$ cat config.mk
export PLATFORM = sky130hd
export DESIGN_NAME = norm_factor_gen
export DESIGN_NICKNAME = d
export VERILOG_FILES = /design/src/rtl/norm_factor_gen.sv
export SDC_FILE = /design/constraint.sdc
export NUM_CORES = 1
export LEC_CHECK = 0
export CAP_MARGIN = 10
export CORE_ASPECT_RATIO = 0.6
export CORE_MARGIN = 1
export CORE_UTILIZATION = 43
export CTS_CLUSTER_DIAMETER = 120
export DETAILED_ROUTE_END_ITERATION = 10
export SYNTH_ARGS = -nofsm -noshare
export SYNTH_HDL_FRONTEND = slang
export SYNTH_SLANG_ARGS = --single-unit
$ cat constraint.sdc
create_clock -name clk -period 5.2 [get_ports clk]
set_clock_uncertainty 0.15 [all_clocks]
set_input_delay 1.3 -clock clk [delete_from_list [all_inputs] [get_ports clk]]
set_output_delay 1.3 -clock clk [all_outputs]
set_load 0.1 [all_outputs]
$ cat src/rtl/norm_factor_gen.sv
// Per-frame normalisation factor: floor(2^FRAC_WIDTH / (frame_max + 1)) via a restoring divider.
// Optional build macro NORM_FACTOR_GEN_OVERRUN_CNT_EN adds a saturating dropped-frame counter.
module norm_factor_gen #(
   parameter int INT_WIDTH  = 8,
   parameter int FRAC_WIDTH = 8
) (
   input  logic                  clk,
   input  logic                  rst,
   input  logic [INT_WIDTH-1:0]  pixel,
   input  logic                  pixel_tvalid,
   input  logic                  pixel_tlast,
   output logic [FRAC_WIDTH-1:0] norm_factor,
   output logic                  norm_factor_tvalid,
   output logic [INT_WIDTH-1:0]  frame_max,
   output logic                  overrun,
   output logic [15:0]           overrun_count
);

   localparam int DW = INT_WIDTH + 1;
   localparam int CW = $clog2(FRAC_WIDTH + 1);

   typedef enum logic [1:0] {
      S_IDLE = 2'd0,
      S_DIV  = 2'd1,
      S_LOAD = 2'd2
   } state_t;

   state_t                state_q,   state_d;
   logic [INT_WIDTH-1:0]  run_max_q, run_max_d;
   logic [INT_WIDTH-1:0]  max_lat_q, max_lat_d;
   logic [DW-1:0]         div_q,     div_d;
   logic [DW-1:0]         rem_q,     rem_d;
   logic [FRAC_WIDTH:0]   quo_q,     quo_d;
   logic [CW-1:0]         cnt_q,     cnt_d;
   logic [FRAC_WIDTH-1:0] nf_q,      nf_d;
   logic [INT_WIDTH-1:0]  fm_q,      fm_d;
   logic                  nfv_q,     nfv_d;
   logic                  ovr_q,     ovr_d;

   logic [INT_WIDTH-1:0]  beat_max_s;
   logic                  eof_s;
   logic                  accept_s;
   logic                  drop_s;
   logic [DW:0]           rem_shift_s;
   logic [DW:0]           rem_diff_s;
   logic                  sub_ok_s;
   logic [DW-1:0]         rem_next_s;

   assign beat_max_s = (pixel > run_max_q) ? pixel : run_max_q;
   assign eof_s      = pixel_tvalid & pixel_tlast;
   assign accept_s   = eof_s & (state_q != S_DIV);
   assign drop_s     = eof_s & (state_q == S_DIV);

   // Dividend is 2^FRAC_WIDTH, so only the first quotient step shifts in a one.
   assign rem_shift_s = {rem_q, (cnt_q == {CW{1'b0}})};
   assign rem_diff_s  = rem_shift_s - {1'b0, div_q};
   assign sub_ok_s    = (rem_shift_s >= {1'b0, div_q});
   assign rem_next_s  = sub_ok_s ? rem_diff_s[DW-1:0] : rem_shift_s[DW-1:0];

   // Next-state logic: running max, divider sequencing and result load.
   always_comb begin
      state_d   = state_q;
      run_max_d = run_max_q;
      max_lat_d = max_lat_q;
      div_d     = div_q;
      rem_d     = rem_q;
      quo_d     = quo_q;
      cnt_d     = cnt_q;
      nf_d      = nf_q;
      fm_d      = fm_q;
      nfv_d     = nfv_q;
      ovr_d     = drop_s;

      if (pixel_tvalid) begin
         run_max_d = pixel_tlast ? {INT_WIDTH{1'b0}} : beat_max_s;
      end else begin
         run_max_d = run_max_q;
      end

      case (state_q)
         S_IDLE: begin
            state_d = S_IDLE;
         end
         S_DIV: begin
            rem_d = rem_next_s;
            quo_d = {quo_q[FRAC_WIDTH-1:0], sub_ok_s};
            cnt_d = cnt_q + {{(CW-1){1'b0}}, 1'b1};
            if (cnt_q == CW'(FRAC_WIDTH)) begin
               state_d = S_LOAD;
            end else begin
               state_d = S_DIV;
            end
         end
         S_LOAD: begin
            nf_d    = quo_q[FRAC_WIDTH] ? {FRAC_WIDTH{1'b1}} : quo_q[FRAC_WIDTH-1:0];
            fm_d    = max_lat_q;
            nfv_d   = 1'b1;
            state_d = S_IDLE;
         end
         default: begin
            state_d = S_IDLE;
         end
      endcase

      // An accepted frame end (IDLE or LOAD) restarts the divider with d = m + 1.
      if (accept_s) begin
         state_d   = S_DIV;
         max_lat_d = beat_max_s;
         div_d     = {1'b0, beat_max_s} + {{(DW-1){1'b0}}, 1'b1};
         rem_d     = {DW{1'b0}};
         quo_d     = {(FRAC_WIDTH+1){1'b0}};
         cnt_d     = {CW{1'b0}};
      end else begin
         max_lat_d = max_lat_q;
      end
   end

   // State and datapath registers.
   always_ff @(posedge clk or posedge rst) begin
      if (rst) begin
         state_q   <= S_IDLE;
         run_max_q <= {INT_WIDTH{1'b0}};
         max_lat_q <= {INT_WIDTH{1'b0}};
         div_q     <= {DW{1'b0}};
         rem_q     <= {DW{1'b0}};
         quo_q     <= {(FRAC_WIDTH+1){1'b0}};
         cnt_q     <= {CW{1'b0}};
         nf_q      <= {FRAC_WIDTH{1'b0}};
         fm_q      <= {INT_WIDTH{1'b0}};
         nfv_q     <= 1'b0;
         ovr_q     <= 1'b0;
      end else begin
         state_q   <= state_d;
         run_max_q <= run_max_d;
         max_lat_q <= max_lat_d;
         div_q     <= div_d;
         rem_q     <= rem_d;
         quo_q     <= quo_d;
         cnt_q     <= cnt_d;
         nf_q      <= nf_d;
         fm_q      <= fm_d;
         nfv_q     <= nfv_d;
         ovr_q     <= ovr_d;
      end
   end

`ifdef NORM_FACTOR_GEN_OVERRUN_CNT_EN
   logic [15:0] ovr_cnt_q, ovr_cnt_d;

   // Saturating count, stepped on the same edge that raises the overrun pulse.
   always_comb begin
      if (drop_s && (ovr_cnt_q != 16'hFFFF)) begin
         ovr_cnt_d = ovr_cnt_q + 16'h0001;
      end else begin
         ovr_cnt_d = ovr_cnt_q;
      end
   end

   // Dropped-frame counter register.
   always_ff @(posedge clk or posedge rst) begin
      if (rst) begin
         ovr_cnt_q <= 16'h0000;
      end else begin
         ovr_cnt_q <= ovr_cnt_d;
      end
   end

   assign overrun_count = ovr_cnt_q;
`else
   assign overrun_count = 16'h0000;
`endif

   assign norm_factor        = nf_q;
   assign norm_factor_tvalid = nfv_q;
   assign frame_max          = fm_q;
   assign overrun            = ovr_q;

endmodule

==> out/results.txt <==
Worst slew pin tran: 975 ps
Startpoint Class: input port
Drt wl/cell: 15.9 µm
Initial antenna violation count: 0
Die X-Extent: 123 µm
Synthesized area: 0.00377 mm²
Sw Pwr: 1.43 mW
DR vias: 2,761
Cell row count: 26
Switching Fraction: 44.8%
Final WL: 8340 µm
CORE AREA: 0.00852 mm²
Share of the synthesized area in the top cell type: 44.4%
Largest net degree at the start of global routing: 41
Multi-input combinational cell area: 0.00186 mm²
Most frequent cell after synthesis: dfrtp_1
Inserted Clock Buffers: 9
Die H: 74.6 µm
Num Clock Sinks: 67
Post-synthesis sequential area ratio: 44.4%
WS Path Type: input port to flip-flop
Vias per cell: 5.27
DRT Pass-1 Iters: 4
Outcome: finished, final reports clean
Max IR drop VDD: 0.374 mV
Period minus WS final: 4130 ps
Comb pwr share: 51.7%
Post-route antenna net violation count: 0
Post-synthesis to final-layout area growth: 17.1%
Drt drc: 0
Storage cell area: 0.00168 mm²
Io pins: 46
Post-Synthesis Cells: 379
Tot GR Track Use: 20.6%
Critical Path End Type: flip-flop
Detail Placement HPWL: 6060 µm
Root Buffer Master: clkbuf_16
IO Port Bufs: 29
First-pass GRT wire length: 13,700 µm
Area leader, netlist: dfrtp_1
Maximum buffer depth of the clock tree: 2
Largest cells by area after synthesis: dfrtp_1 (44%), ha_1 (6.6%), nand2_1 (4.0%)
PD cells: 721 mW/mm²
CTS resizes: 0
Worst rel slew slack: 34.8%
Fraction of registers with async set/reset: 100%
Top cells by count, synth: dfrtp_1 (67), nand2_1 (40), nor2_1 (23)
Layout cell share with drive strength beyond 1: 10.4%
Die area: 0.00916 mm²
Count of cell types in the netlist: 56
Sequential power share: 27.9%
Worst Hold Class: flip-flop to flip-flop
Post-CTS Setup Inserts: 0
Clk_lat worst skew: 330 ps
Top FF cell, synth: dfrtp_1
Hold_buf cts: 0
Synth warn: 0
H-tree depth: 3
Reg clk slew, reported paths: 60 ps
Crit share post-route: 79.5%
TritonCTS clock tree: built
Worst reg2reg path depth: 11
Fmax: 0.242 GHz
Final #Nets: 440
Worst EP arrival: 4230 ps
Leak pwr: 1.99 nW
Internal cell power: 1.76 mW
Hold path cells: 1
Clock power share: 20.5%
Initial drt markers: 167
EDFF count, synth: 0
Fillcell total: 770
Final setup viols: 0
Max-slew violation count: 0
Vias in the first global route: 2,639
Grt total ovfl: 0
Final Hold Vio Count: 0
Finished Core Util: 51.8%
RSZ-0062 raised after global routing: no
Crit Path Max Fanout: 7
RD Place Congestion: 0.915
Max_cap viols: 0
Syn Area/Cell: 9.95 µm²
WP data required: 5300 ps
N_diodes: 0
Initial core utilization: 44.3%
Setup tns final: 0 ps
#FFs+latches synth: 67
## per-stage QoR
step / area, µm² / hold slack [ps] / cells / total power [mW] / setup slack [ps]
5_1_grt: 4420 / 347 / 524 / 3.42 / 834
2_1_floorplan: 3830 / 295 / 394 / 2.20 / 1720
3_5_place_dp: 4100 / 301 / 508 / 2.54 / 822
3_3_place_gp: 4100 / 298 / 508 / 2.52 / 875
4_1_cts: 4420 / 319 / 524 / 3.20 / 1150
6_report: 4420 / 317 / 524 / 3.19 / 1070
## critical path: stages
cell	delay [ps]
clkdlybuf4s50_1	630
inv_1	80
ha_1	240
nor2b_4	120
o211ai_2	130
a21oi_2	210
o21a_1	290
mux2i_1	310
inv_1	80
ha_1	290
a2111oi_0	310
mux2i_1	130
o211ai_1	110
## layout by cell type, fill, tap and decap left out, types with 5 or more instances in the layout
cell type	instances
dfrtp_1	67
nand2_1	40
nor3_1	5
nand3_1	13
o221ai_1	6
o21ai_0	14
xnor2_1	12
mux2_2	9
nand4_1	5
ha_1	20
nor2_1	23
a22o_1	17
mux2i_1	13
a21oi_1	9
conb_1	16
nand2b_1	5
clkdlybuf4s50_1	29
o21ai_1	14
buf_4	6
inv_1	21
clkbuf_16	9
o21a_1	5
## power by group through the flow
stage | Clock, mW | Sequential, mW | Combinational (mW)
4_1_cts | 0.666 | 0.888 | 1.65
3_3_place_gp | 0 | 0.893 | 1.62
2_1_floorplan | 0 | 1.20 | 1.01
3_5_place_dp | 0 | 0.895 | 1.64
5_1_grt | 0.683 | 0.918 | 1.82
6_report | 0.652 | 0.887 | 1.65
## cell type report
| type | instances | area share, % |
|---|---|---|
| Clock buffer | 10 | 5.18 |
| Clock inverter | 6 | 2.04 |
| Inverter | 22 | 1.87 |
| Multi-Input combinational cell | 272 | 42.2 |
| Sequential cell | 67 | 37.9 |
| Tap cell | 112 | 3.17 |
| Timing Repair Buffer | 35 | 7.59 |
## flip-flops by register name (all words and copies together) (netlist names)
register / count
norm_factor: 8
run_max_q: 8
div_q: 9
overrun: 1
state_q: 2
rem_q: 9
frame_max: 8
norm_factor_tvalid: 1
quo_q: 9
max_lat_q: 8
cnt_q: 4
## worst paths after layout
| kind | start | end | slack (ps) |
|---|---|---|---|
| max reg2reg | cnt_q[0]$_DFFE_PP0P_ | rem_q[6]$_DFFE_PP0P_ | 1670 |
| min in group asynchronous | rst | frame_max[6]$_DFFE_PP0N_ | 1290 |
| max in group asynchronous | rst | div_q[3]$_DFFE_PP0P_ | 2720 |
| min | norm_factor_tvalid$_DFFE_PP0N_ | norm_factor_tvalid$_DFFE_PP0N_ | 320 |
| max | pixel[0] | div_q[2]$_DFFE_PP0P_ | 1070 |
| min reg2reg | norm_factor_tvalid$_DFFE_PP0N_ | norm_factor_tvalid$_DFFE_PP0N_ | 320 |
## metal layers
layer  up-vias  global-route usage [%]  share of wire, %
met4         0                    7.05               1.8
met2        93                    26.7                36
met3        17                    7.75               8.2
li1       1373                       -                 -
met1      1278                    30.7                54
met5         -                       0                 0
## cells by family (layout without fill, tap and decap cells)
| kind of cell | Yosys count | after routing | share of synthesized area [%] |
|---|---|---|---|
| multiplexers | 23 | 23 | 6.53 |
| AND/OR/NAND/NOR | 110 | 110 | 14.3 |
| AO/OA/AOI/OAI | 87 | 87 | 16.4 |
| flip-flops | 67 | 67 | 44.4 |
| other | 1 | 16 | 0.0994 |
| buffers and inverters | 55 | 73 | 7.63 |
| XOR/XNOR | 15 | 15 | 3.48 |
| adder cells (fa/ha/maj) | 21 | 21 | 7.16 |
No activity file was read; power rests on OpenSTA's default activity.
